--- src/rtl/cpu_bus_pkg.sv ---
// Shared definitions for the CPU memory-bus interface unit: FSM encoding,
// arbitration mode constants and port-index width helper.
package cpu_bus_pkg;

  typedef enum logic [1:0] {
    ST_IDLE   = 2'd0,
    ST_ACCESS = 2'd1,
    ST_WAIT   = 2'd2
  } bus_state_e;

  localparam int unsigned ARB_FIXED = 32'd0;
  localparam int unsigned ARB_RR    = 32'd1;

  // Read-latency counter covers 1..7.
  localparam int unsigned          CNT_W   = 32'd3;
  localparam logic [CNT_W-1:0]     CNT_ONE = 3'd1;

  function automatic int unsigned port_idx_w(input int unsigned n);
    return (n <= 32'd1) ? 32'd1 : $clog2(n);
  endfunction

endpackage

--- src/rtl/cpu_bus_unit_arbiter.sv ---
// Request arbiter: combinational winner selection (fixed priority or
// round-robin) with a registered round-robin pointer.
module bus_arbiter
  import cpu_bus_pkg::*;
#(
  parameter  int unsigned NPORTS   = 2,
  parameter  int unsigned ARB_MODE = ARB_FIXED,
  localparam int unsigned IW       = port_idx_w(NPORTS)
) (
  input  logic              clk_i,
  input  logic              rst_i,
  input  logic [NPORTS-1:0] req_i,
  input  logic              update_i,
  output logic              any_o,
  output logic [NPORTS-1:0] win_oh_o,
  output logic [IW-1:0]     win_idx_o
);

  logic [IW-1:0] ptr_q;
  logic [IW-1:0] ptr_d;
  int unsigned   cand_s;

  // Winner search: fixed mode scans from port 0, round-robin starts after the pointer.
  always_comb begin
    any_o     = 1'b0;
    win_oh_o  = '0;
    win_idx_o = '0;
    cand_s    = 32'd0;
    for (int unsigned k = 0; k < NPORTS; k++) begin
      if (ARB_MODE == ARB_RR) begin
        cand_s = (32'(ptr_q) + 32'd1 + k) % NPORTS;
      end else begin
        cand_s = k;
      end
      if (!any_o && req_i[IW'(cand_s)]) begin
        any_o                    = 1'b1;
        win_idx_o                = IW'(cand_s);
        win_oh_o[IW'(cand_s)]    = 1'b1;
      end else begin
        any_o = any_o;
      end
    end
  end

  // Pointer follows the most recent grant.
  always_comb begin
    if (update_i) begin
      ptr_d = win_idx_o;
    end else begin
      ptr_d = ptr_q;
    end
  end

  // Pointer register; reset value makes port 0 the first round-robin winner.
  always_ff @(posedge clk_i or posedge rst_i) begin
    if (rst_i) begin
      ptr_q <= IW'(NPORTS - 32'd1);
    end else begin
      ptr_q <= ptr_d;
    end
  end

endmodule

--- src/rtl/cpu_bus_unit.sv ---
// Memory-bus interface unit: arbitrates NPORTS requesters onto a single
// synchronous memory port, one transaction outstanding at a time.
module cpu_bus_unit
  import cpu_bus_pkg::*;
#(
  parameter int unsigned NPORTS     = 2,
  parameter int unsigned AW         = 32,
  parameter int unsigned DW         = 32,
  parameter int unsigned RD_LATENCY = 1,
  parameter int unsigned ARB_MODE   = ARB_FIXED
) (
  input  logic                     iCLK,
  input  logic                     iRST,
  input  logic [NPORTS-1:0]        iReq,
  input  logic [NPORTS-1:0]        iWe,
  input  logic [NPORTS*DW/8-1:0]   iBE,
  input  logic [NPORTS*AW-1:0]     iAddr,
  input  logic [NPORTS*DW-1:0]     iWData,
  output logic [NPORTS-1:0]        oGnt,
  output logic [NPORTS-1:0]        oAck,
  output logic [DW-1:0]            oRData,
  output logic                     oBusy,
  output logic                     oMemRE,
  output logic                     oMemWE,
  output logic [DW/8-1:0]          oMemBE,
  output logic [AW-1:0]            oMemAddr,
  output logic [DW-1:0]            oMemWData,
  input  logic [DW-1:0]            iMemRData
);

  localparam int unsigned NB = DW / 32'd8;
  localparam int unsigned IW = port_idx_w(NPORTS);

  bus_state_e        state_q, state_d;
  logic [CNT_W-1:0]  cnt_q, cnt_d;
  logic              we_q, we_d;
  logic [NB-1:0]     be_q, be_d;
  logic [AW-1:0]     addr_q, addr_d;
  logic [DW-1:0]     wdata_q, wdata_d;
  logic [DW-1:0]     rdata_q, rdata_d;
  logic [NPORTS-1:0] gnt_q, gnt_d;
  logic [NPORTS-1:0] ack_q, ack_d;
  logic [IW-1:0]     port_q, port_d;

  logic              arb_any_s;
  logic              arb_upd_s;
  logic [NPORTS-1:0] arb_oh_s;
  logic [IW-1:0]     arb_idx_s;

  bus_arbiter #(
    .NPORTS   (NPORTS),
    .ARB_MODE (ARB_MODE)
  ) u_arb (
    .clk_i     (iCLK),
    .rst_i     (iRST),
    .req_i     (iReq),
    .update_i  (arb_upd_s),
    .any_o     (arb_any_s),
    .win_oh_o  (arb_oh_s),
    .win_idx_o (arb_idx_s)
  );

  // Transaction FSM: grant/latch in IDLE, strobe in ACCESS, count down read latency in WAIT.
  always_comb begin
    state_d   = state_q;
    cnt_d     = cnt_q;
    we_d      = we_q;
    be_d      = be_q;
    addr_d    = addr_q;
    wdata_d   = wdata_q;
    rdata_d   = rdata_q;
    port_d    = port_q;
    gnt_d     = '0;
    ack_d     = '0;
    arb_upd_s = 1'b0;
    case (state_q)
      ST_IDLE: begin
        if (arb_any_s) begin
          state_d   = ST_ACCESS;
          we_d      = iWe[arb_idx_s];
          be_d      = iBE[arb_idx_s*NB +: NB];
          addr_d    = iAddr[arb_idx_s*AW +: AW];
          wdata_d   = iWData[arb_idx_s*DW +: DW];
          port_d    = arb_idx_s;
          gnt_d     = arb_oh_s;
          arb_upd_s = 1'b1;
        end else begin
          state_d = ST_IDLE;
        end
      end
      ST_ACCESS: begin
        if (we_q) begin
          state_d        = ST_IDLE;
          ack_d[port_q]  = 1'b1;
        end else begin
          state_d = ST_WAIT;
          cnt_d   = CNT_W'(RD_LATENCY);
        end
      end
      ST_WAIT: begin
        // A count of 1 marks the cycle in which memory data is valid.
        if (cnt_q <= CNT_ONE) begin
          state_d       = ST_IDLE;
          cnt_d         = '0;
          rdata_d       = iMemRData;
          ack_d[port_q] = 1'b1;
        end else begin
          cnt_d = cnt_q - CNT_ONE;
        end
      end
      default: begin
        state_d = ST_IDLE;
        cnt_d   = '0;
      end
    endcase
  end

  // State and latched-request registers; reset drops any pending transaction.
  always_ff @(posedge iCLK or posedge iRST) begin
    if (iRST) begin
      state_q <= ST_IDLE;
      cnt_q   <= '0;
      we_q    <= 1'b0;
      be_q    <= '0;
      addr_q  <= '0;
      wdata_q <= '0;
      rdata_q <= '0;
      port_q  <= '0;
      gnt_q   <= '0;
      ack_q   <= '0;
    end else begin
      state_q <= state_d;
      cnt_q   <= cnt_d;
      we_q    <= we_d;
      be_q    <= be_d;
      addr_q  <= addr_d;
      wdata_q <= wdata_d;
      rdata_q <= rdata_d;
      port_q  <= port_d;
      gnt_q   <= gnt_d;
      ack_q   <= ack_d;
    end
  end

  assign oGnt      = gnt_q;
  assign oAck      = ack_q;
  assign oRData    = rdata_q;
  assign oBusy     = (state_q != ST_IDLE);
  assign oMemRE    = (state_q == ST_ACCESS) && !we_q;
  assign oMemWE    = (state_q == ST_ACCESS) && we_q;
  assign oMemBE    = be_q;
  assign oMemAddr  = addr_q;
  assign oMemWData = wdata_q;

endmodule

--- config.mk ---
export PLATFORM = sky130hd
export DESIGN_NAME = cpu_bus_unit
export DESIGN_NICKNAME = d
export VERILOG_FILES = /design/src/rtl/cpu_bus_pkg.sv /design/src/rtl/cpu_bus_unit_arbiter.sv /design/src/rtl/cpu_bus_unit.sv
export SDC_FILE = /design/constraint.sdc
export NUM_CORES = 1
export LEC_CHECK = 0
export ABC_AREA = 1
export CAP_MARGIN = 15
export CORE_ASPECT_RATIO = 2
export CORE_MARGIN = 4
export CORE_UTILIZATION = 37
export CTS_BUF_LIST = sky130_fd_sc_hd__clkbuf_16
export DETAILED_ROUTE_END_ITERATION = 8
export GPL_ROUTABILITY_DRIVEN = 0
export PLACE_DENSITY = 0.78
export RECOVER_POWER = 100
export SYNTH_ARGS = -nofsm -noshare
export SYNTH_HDL_FRONTEND = slang
export SYNTH_SLANG_ARGS = --single-unit
--- constraint.sdc ---
create_clock -name iCLK -period 7.06 [get_ports iCLK]
set_clock_uncertainty 0.05 [all_clocks]
set_input_delay 1.412 -clock iCLK [delete_from_list [all_inputs] [get_ports iCLK]]
set_output_delay 1.412 -clock iCLK [all_outputs]
set_load 0.01 [all_outputs]
Word level (Yosys, flattened, before mapping)
Index checks and enable logic that the tools add are counted.
- memories kept: 0
- bits in latches: 0
- output and inout bits: 107
- logic and storage cells: 55
- bits in read-only memories: 0
- input bits: 174
- register bits: 111
- RAM bits: 0
- equality and inequality tests: 4
- bitwise gates (word level): 1
- mux-type cells: 21
- shifts and indexed selects: 3
- divide/modulo/power cells: 0
- multipliers: 0
- $lt $le $gt $ge: 4
- add/sub/neg operators: 1
- reductions and logical operators: 11
- operators by type and width (operator ; count):
    $shiftx A64 B7 Y32 ; 2
    $mux W2 ; 7
    $pmux W3 S3 ; 1
    $mux W1 ; 8
    $shiftx A8 B4 Y4 ; 1
    $mux W3 ; 2
    $pmux W2 S3 ; 1
    $reduce_and A2 Y1 ; 3
    $logic_and A1 B1 Y1 ; 4
    $lt A1 B2 Y1 const B ; 2
    $ne A2 B2 Y1 const B ; 2
    $pmux W2 S2 ; 1
    $le A3 B1 Y1 const B ; 1
    $sub A3 B1 Y3 const B ; 1
    $eq A2 B1 Y1 const B ; 1
    $eq A2 B2 Y1 const B ; 1
    $logic_not A1 Y1 ; 2
    $logic_not A2 Y1 ; 1
    $reduce_bool A2 Y1 ; 1
    $demux W1 S1 ; 1
    $ge A1 B1 Y1 const B ; 1
    $not A1 Y1 ; 1

Depth between registers and ports, before layout
- depth in word-level cells: 6
- gate-level depth with buffers: 8
- depth with buffers taken out: 8

By module
Synthesis repeated with hierarchy kept, for this count alone.
- cells, all modules: 590
- area total of the unflattened synthesis: 4981.0 um2
- by module, submodules not included (module ; instances ; seq. area each (um2) ; area an instance (um2) ; cells each):
    cpu_bus_unit ; 1 ; 2777.7 ; 4951.0 ; 584
    bus_arbiter ; 1 ; 0.0 ; 30.0 ; 6

Least setup slack after synthesis
Ideal clock, no wire load.
- path kind: reg2out
- start: register state_q[1]
- end: output oMemRE
- path buffers: 0
- slack: 4.731 ns
- stages on the path, launching flop included: 5
- required time: 5.598 ns
- arrival: 0.867 ns
- cells stage by stage: dfrtp_1 > inv_1 > ha_1 > inv_1 > nor2_1
- cells in the longest elaborated chain, start to end: 2
- RTL lines (item ; RTL line ; text):
    start, declared ; cpu_bus_unit.sv:34 ; bus_state_e state_q, state_d;
    start signal, assigned ; cpu_bus_unit.sv:132 ; state_q <= state_d;
    $eq A2 B1 Y1 ; cpu_bus_unit.sv:149 ; assign oMemRE = (state_q == ST_ACCESS) && !we_q;
    $logic_and A1 B1 Y1 ; cpu_bus_unit.sv:149 ;
    end, declared ; cpu_bus_unit.sv:23 ; output logic oMemRE,
Every way passes these cells.

Worst setup path after layout
- start: input iReq[0]
- end: register wdata_q[16] (netlist: oMemWData[16])
- cells in the longest elaborated chain, start to end: 5
- elaborated cells on any way between the ends: 7
- those cells by class: shift: 1; mux: 3; reduce/logical: 3
- RTL lines (item ; RTL line ; text):
    start, declared ; cpu_bus_unit.sv:14 ; input logic [NPORTS-1:0] iReq,
    $mux W1 (*) ; cpu_bus_unit_arbiter.sv:35 ; if (!any_o && req_i[IW'(cand_s)]) begin
    $logic_not A1 Y1 ; cpu_bus_unit_arbiter.sv:35 ;
    $logic_and A1 B1 Y1 ; cpu_bus_unit_arbiter.sv:35 ;
    $mux W1 ; cpu_bus_unit_arbiter.sv:35 ;
    $shiftx A64 B7 Y32 / $reduce_and A2 Y1 (equally long branches) ; - ;
    end signal, assigned ; cpu_bus_unit.sv:137 ; wdata_q <= wdata_d;
    end, declared ; cpu_bus_unit.sv:39 ; logic [DW-1:0] wdata_q, wdata_d;
Every way passes the cells marked *; elsewhere a longest branch is shown, timed or not.
A chain may end at the register's enable or synchronous reset.

==> impl_metrics.prom <==
# TYPE chip_impl_metric gauge
chip_impl_metric{name="bufs_and_invs_on_worst_path",unit=""} 3
chip_impl_metric{name="diodes",unit=""} 0
chip_impl_metric{name="place.detailed.hpwl",unit="mm"} 12.0
chip_impl_metric{name="num-fill-cells",unit=""} 1140
chip_impl_metric{name="clkTransAtPathRegs",unit="ns"} 0.07
chip_impl_metric{name="max_slew_margin",unit=""} -0.897
chip_impl_metric{name="synth.cell_area",unit="sq mm"} 0.00496
chip_impl_info{name="synth_top_family_by_area",value="simple AND/OR/NAND/NOR gates"} 1
chip_impl_metric{name="die_x",unit="microns"} 89.9
chip_impl_info{name="critical_path.top_delay_family",value="simple AND/OR/NAND/NOR gates"} 1
chip_impl_metric{name="final_design_area_no_fill",unit="sq mm"} 0.00804
chip_impl_metric{name="netlist.area_leader.share",unit=""} 0.560
chip_impl_metric{name="finalHoldViolCount",unit=""} 0
chip_impl_metric{name="postCtsSetupRepairBufs",unit=""} 0
chip_impl_metric{name="fin_tns_setup",unit="ns"} 0
chip_impl_metric{name="post_cts.resized_instances",unit=""} 0
chip_impl_metric{name="cts_hold_buffers",unit=""} 0
chip_impl_metric{name="post_synth_inst_count",unit=""} 587
chip_impl_metric{name="place_area",unit="sq mm"} 0.00777
chip_impl_metric{name="timing.critical_path.arrival",unit="ns"} 4.50
chip_impl_metric{name="synth_compound_gate_area_share",unit=""} 0.149
chip_impl_metric{name="areaGrowthSynthToFinish",unit="%"} 61.9
chip_impl_metric{name="clock_sink_count",unit=""} 111
chip_impl_metric{name="worst-path-stages",unit=""} 7
chip_impl_info{name="timing.hold.worst.class",value="reg -> reg"} 1
chip_impl_metric{name="ys_seq_area_frac",unit=""} 0.560
chip_impl_metric{name="die_area",unit="sq mm"} 0.0154
chip_impl_metric{name="routed_wire_length_per_instance",unit="microns"} 16.2
chip_impl_metric{name="final_critical_path_setup_slack",unit="ns"} 2.72
chip_impl_info{name="setup_repair_after_global_routing_missed_its_margin",value="no"} 1
chip_impl_metric{name="power_density_cells",unit="mW/mm^2"} 380
chip_impl_metric{name="initialDrtViolationCount",unit=""} 182
chip_impl_metric{name="cp_max_fo",unit=""} 71
chip_impl_metric{name="ys_types",unit=""} 19
chip_impl_metric{name="ys_seq_elements",unit=""} 111
chip_impl_metric{name="final_antenna_net_count",unit=""} 0
chip_impl_metric{name="grt_antenna_before_repair",unit=""} 0
chip_impl_info{name="violated_checks",value="capacitance limit, slew limit"} 1
chip_impl_metric{name="layout-drive-gt1-share",unit=""} 0.0283
chip_impl_metric{name="timing_max_transition_violations_final",unit=""} 173
chip_impl_metric{name="floorplan.rows",unit=""} 59
chip_impl_info{name="yosysTopAreaCell",value="sky130_fd_sc_hd__dfrtp_1"} 1
chip_impl_info{name="run_status",value="finished with violations"} 1
chip_impl_metric{name="drc",unit=""} 0
chip_impl_info{name="path_cells",value="dlygate4sd3_1 -> nand2_1 -> nand2_1 -> clkinv_1 -> buf_4 -> nand2_1 -> o21ai_0"} 1
chip_impl_metric{name="cts-htree-levels",unit=""} 3
chip_impl_metric{name="synth_warnings",unit=""} 0
chip_impl_metric{name="detail_routed_via_count_per_cell",unit=""} 4.95
chip_impl_info{name="endpoint_kind_of_the_worst_setup_timing_path",value="flop"} 1
chip_impl_metric{name="routed_wirelength",unit="mm"} 16.2
chip_impl_metric{name="detailroute.via_count",unit=""} 4955
chip_impl_metric{name="worst-slew-pin-transition",unit="ns"} 2.83
chip_impl_info{name="critical_path.startpoint_type",value="input pin"} 1
chip_impl_metric{name="port_buffers",unit=""} 280
chip_impl_info{name="worst_path_most_repeated_cell",value="sky130_fd_sc_hd__nand2_1"} 1
chip_impl_metric{name="synth-adder-area-share",unit=""} 0.0126
chip_impl_info{name="crit_slowest_cell",value="sky130_fd_sc_hd__nand2_1"} 1
chip_impl_metric{name="max_clock_freq",unit="MHz"} 230
chip_impl_metric{name="firstDrtPassIters",unit=""} 4
chip_impl_metric{name="initial_core_utilization",unit=""} 0.380
chip_impl_metric{name="die_h",unit="microns"} 172
chip_impl_metric{name="setup_viol",unit=""} 0
chip_impl_metric{name="grt_max_degree",unit=""} 72
chip_impl_metric{name="boundaryPins",unit=""} 281
chip_impl_metric{name="global_route.overflow_total",unit=""} 0
chip_impl_metric{name="first_global_vias",unit=""} 4841
chip_impl_metric{name="syn_area_per_cell",unit="sq um"} 8.46
chip_impl_metric{name="total_leakage_power",unit="nW"} 3.63
chip_impl_metric{name="synthXorXnorAreaFrac",unit=""} 0
chip_impl_metric{name="power.ir.vdd_worst",unit="mV"} 0.188
chip_impl_metric{name="finalNetCount",unit=""} 1024
chip_impl_info{name="synth.area.top_cells",value="sky130_fd_sc_hd__dfrtp_1, sky130_fd_sc_hd__nand2_1, sky130_fd_sc_hd__o21ai_1, sky130_fd_sc_hd__o21ai_0, sky130_fd_sc_hd__nor2_1"} 1
chip_impl_info{name="cts_root_buffer",value="sky130_fd_sc_hd__clkbuf_16"} 1
chip_impl_metric{name="synth-simple-area-share",unit=""} 0.218
chip_impl_metric{name="post-route-util",unit=""} 0.615
chip_impl_metric{name="grt_use_total",unit=""} 0.202
chip_impl_metric{name="clock_latency_late_sink",unit="ns"} 0.34
chip_impl_metric{name="timing.final.crit_period",unit="ns"} 4.34
chip_impl_metric{name="finalCritPeriodShare",unit=""} 0.615
chip_impl_info{name="tritoncts",value="built"} 1
chip_impl_metric{name="preCtsSetupSlack",unit="ns"} 3.46
chip_impl_metric{name="grt_first_pass_wirelength",unit="mm"} 24.8
chip_impl_metric{name="synth_fp_nets",unit=""} 766
chip_impl_metric{name="synth_mux_area_frac",unit=""} 0
chip_impl_metric{name="rr_worst_depth",unit=""} 8
chip_impl_metric{name="cts-root-to-sink-buffers",unit=""} 2
chip_impl_metric{name="hold_path_cell_cnt",unit=""} 2
chip_impl_metric{name="placeable_core_area",unit="sq mm"} 0.0131
chip_impl_metric{name="maxCapViolations",unit=""} 3
chip_impl_metric{name="cts_made_buffers",unit=""} 9
chip_impl_info{name="timing.setup.critical_path_class",value="in -> reg"} 1
chip_impl_metric{name="critical_path_required",unit="ns"} 7.22
chip_impl_metric{name="timing.critical_path.slowest_cell_delay",unit="ns"} 1.42
-- power by group --
group | total (mW) | internal [mW] | switching (mW) | leakage (nW)
Sequential | 1.10 | 0.947 | 0.152 | 1.36
Combinational | 1.45 | 0.678 | 0.770 | 2.13
Clock | 0.503 | 0.275 | 0.228 | 0.138
Total | 3.05 | 1.90 | 1.15 | 3.63
-- flip-flops by register name, summed over array words and instances (netlist names) --
name	cells
we_q	1
oMemBE	4
cnt_q	3
oRData	32
oAck	2
oMemAddr	32
state_q	2
oMemWData	32
oGnt	2
port_q	1
-- placed cells by master (no fill, tap or decap), drive strengths merged --
cell type / Yosys / layout
dlygate4sd3: 0 / 110
inv: 21 / 21
dfrtp: 111 / 111
ha: 5 / 5
o21ai: 141 / 141
clkdlybuf4s50: 0 / 170
a21oi: 4 / 4
nand4: 2 / 2
nand3: 38 / 38
buf: 32 / 4
bufinv: 0 / 1
clkinv: 0 / 2
nand2: 153 / 153
clkbuf: 6 / 10
nor2: 74 / 74
clkinvlp: 0 / 3
-- synth_stat cells --
library cell	number
sky130_fd_sc_hd__clkbuf_1	6
sky130_fd_sc_hd__buf_6	5
sky130_fd_sc_hd__nand2_1	149
sky130_fd_sc_hd__nand2_2	2
sky130_fd_sc_hd__inv_1	19
sky130_fd_sc_hd__inv_2	2
sky130_fd_sc_hd__ha_1	5
sky130_fd_sc_hd__nor2_4	1
sky130_fd_sc_hd__buf_4	3
sky130_fd_sc_hd__buf_2	24
sky130_fd_sc_hd__nand4_1	2
sky130_fd_sc_hd__nand3_1	38
sky130_fd_sc_hd__o21ai_2	4
sky130_fd_sc_hd__nand2_4	2
sky130_fd_sc_hd__a21oi_1	4
sky130_fd_sc_hd__dfrtp_1	111
sky130_fd_sc_hd__nor2_1	73
sky130_fd_sc_hd__o21ai_1	77
sky130_fd_sc_hd__o21ai_0	60
-- logic make-up after synthesis --
kind of cell    Yosys count
compound gates          145
fa+ha+maj                 5
buf+inv                  59
flops                   111
simple gates            267
-- path summary, 6_finish.rpt --
check,start,to,slack (ns)
min,oRData[16],oRData[16],0.42
max,iReq[0],oMemWData[16],2.72
min reg2reg,oRData[16],oRData[16],0.42
max reg2reg,state_q[1],oMemWData[16],3.75
max in group asynchronous,iRST,oMemAddr[23],3.06
min in group asynchronous,iRST,oRData[23],2.28
-- worst reg2reg max path, stage by stage, from the launching register on --
cell,delay [ns]
sky130_fd_sc_hd__dfrtp_1,0.40
sky130_fd_sc_hd__inv_1,0.08
sky130_fd_sc_hd__ha_1,0.19
sky130_fd_sc_hd__nand2_1,0.11
sky130_fd_sc_hd__nand2_1,1.41
sky130_fd_sc_hd__clkinv_1,0.22
sky130_fd_sc_hd__buf_4,0.42
sky130_fd_sc_hd__nand2_1,0.22
sky130_fd_sc_hd__o21ai_0,0.09
-- layout make-up --
cell class              count  area [sq um]  share of cell area
clock buffers               9           225              0.0280
multi-input cells         417          1860               0.231
inverters                  21          80.1             0.00996
clock inverters             6          67.6             0.00841
repair buffers            285          2840               0.353
well taps                 152           190              0.0237
flip-flops and latches    111          2780               0.346
-- routing by layer --
layer  vias up  GRT usage  wire, microns
met3        24     0.0481            949
met1      2307      0.209           5760
met2       193      0.391           9050
met4         0     0.0787            459
met5         -          0              0
li1       2431          -              -
-- stage by stage --
stage / hold slack, ns / instances / power (mW)
5_1_grt: 0.441 / 1001 / 3.27
3_5_place_dp: 0.408 / 986 / 2.74
2_1_floorplan: 0.421 / 587 / 1.86
3_3_place_gp: 0.402 / 986 / 2.70
4_1_cts: 0.425 / 1001 / 3.25
6_report: 0.416 / 1001 / 3.05
No activity file was read; power rests on OpenSTA's default activity.
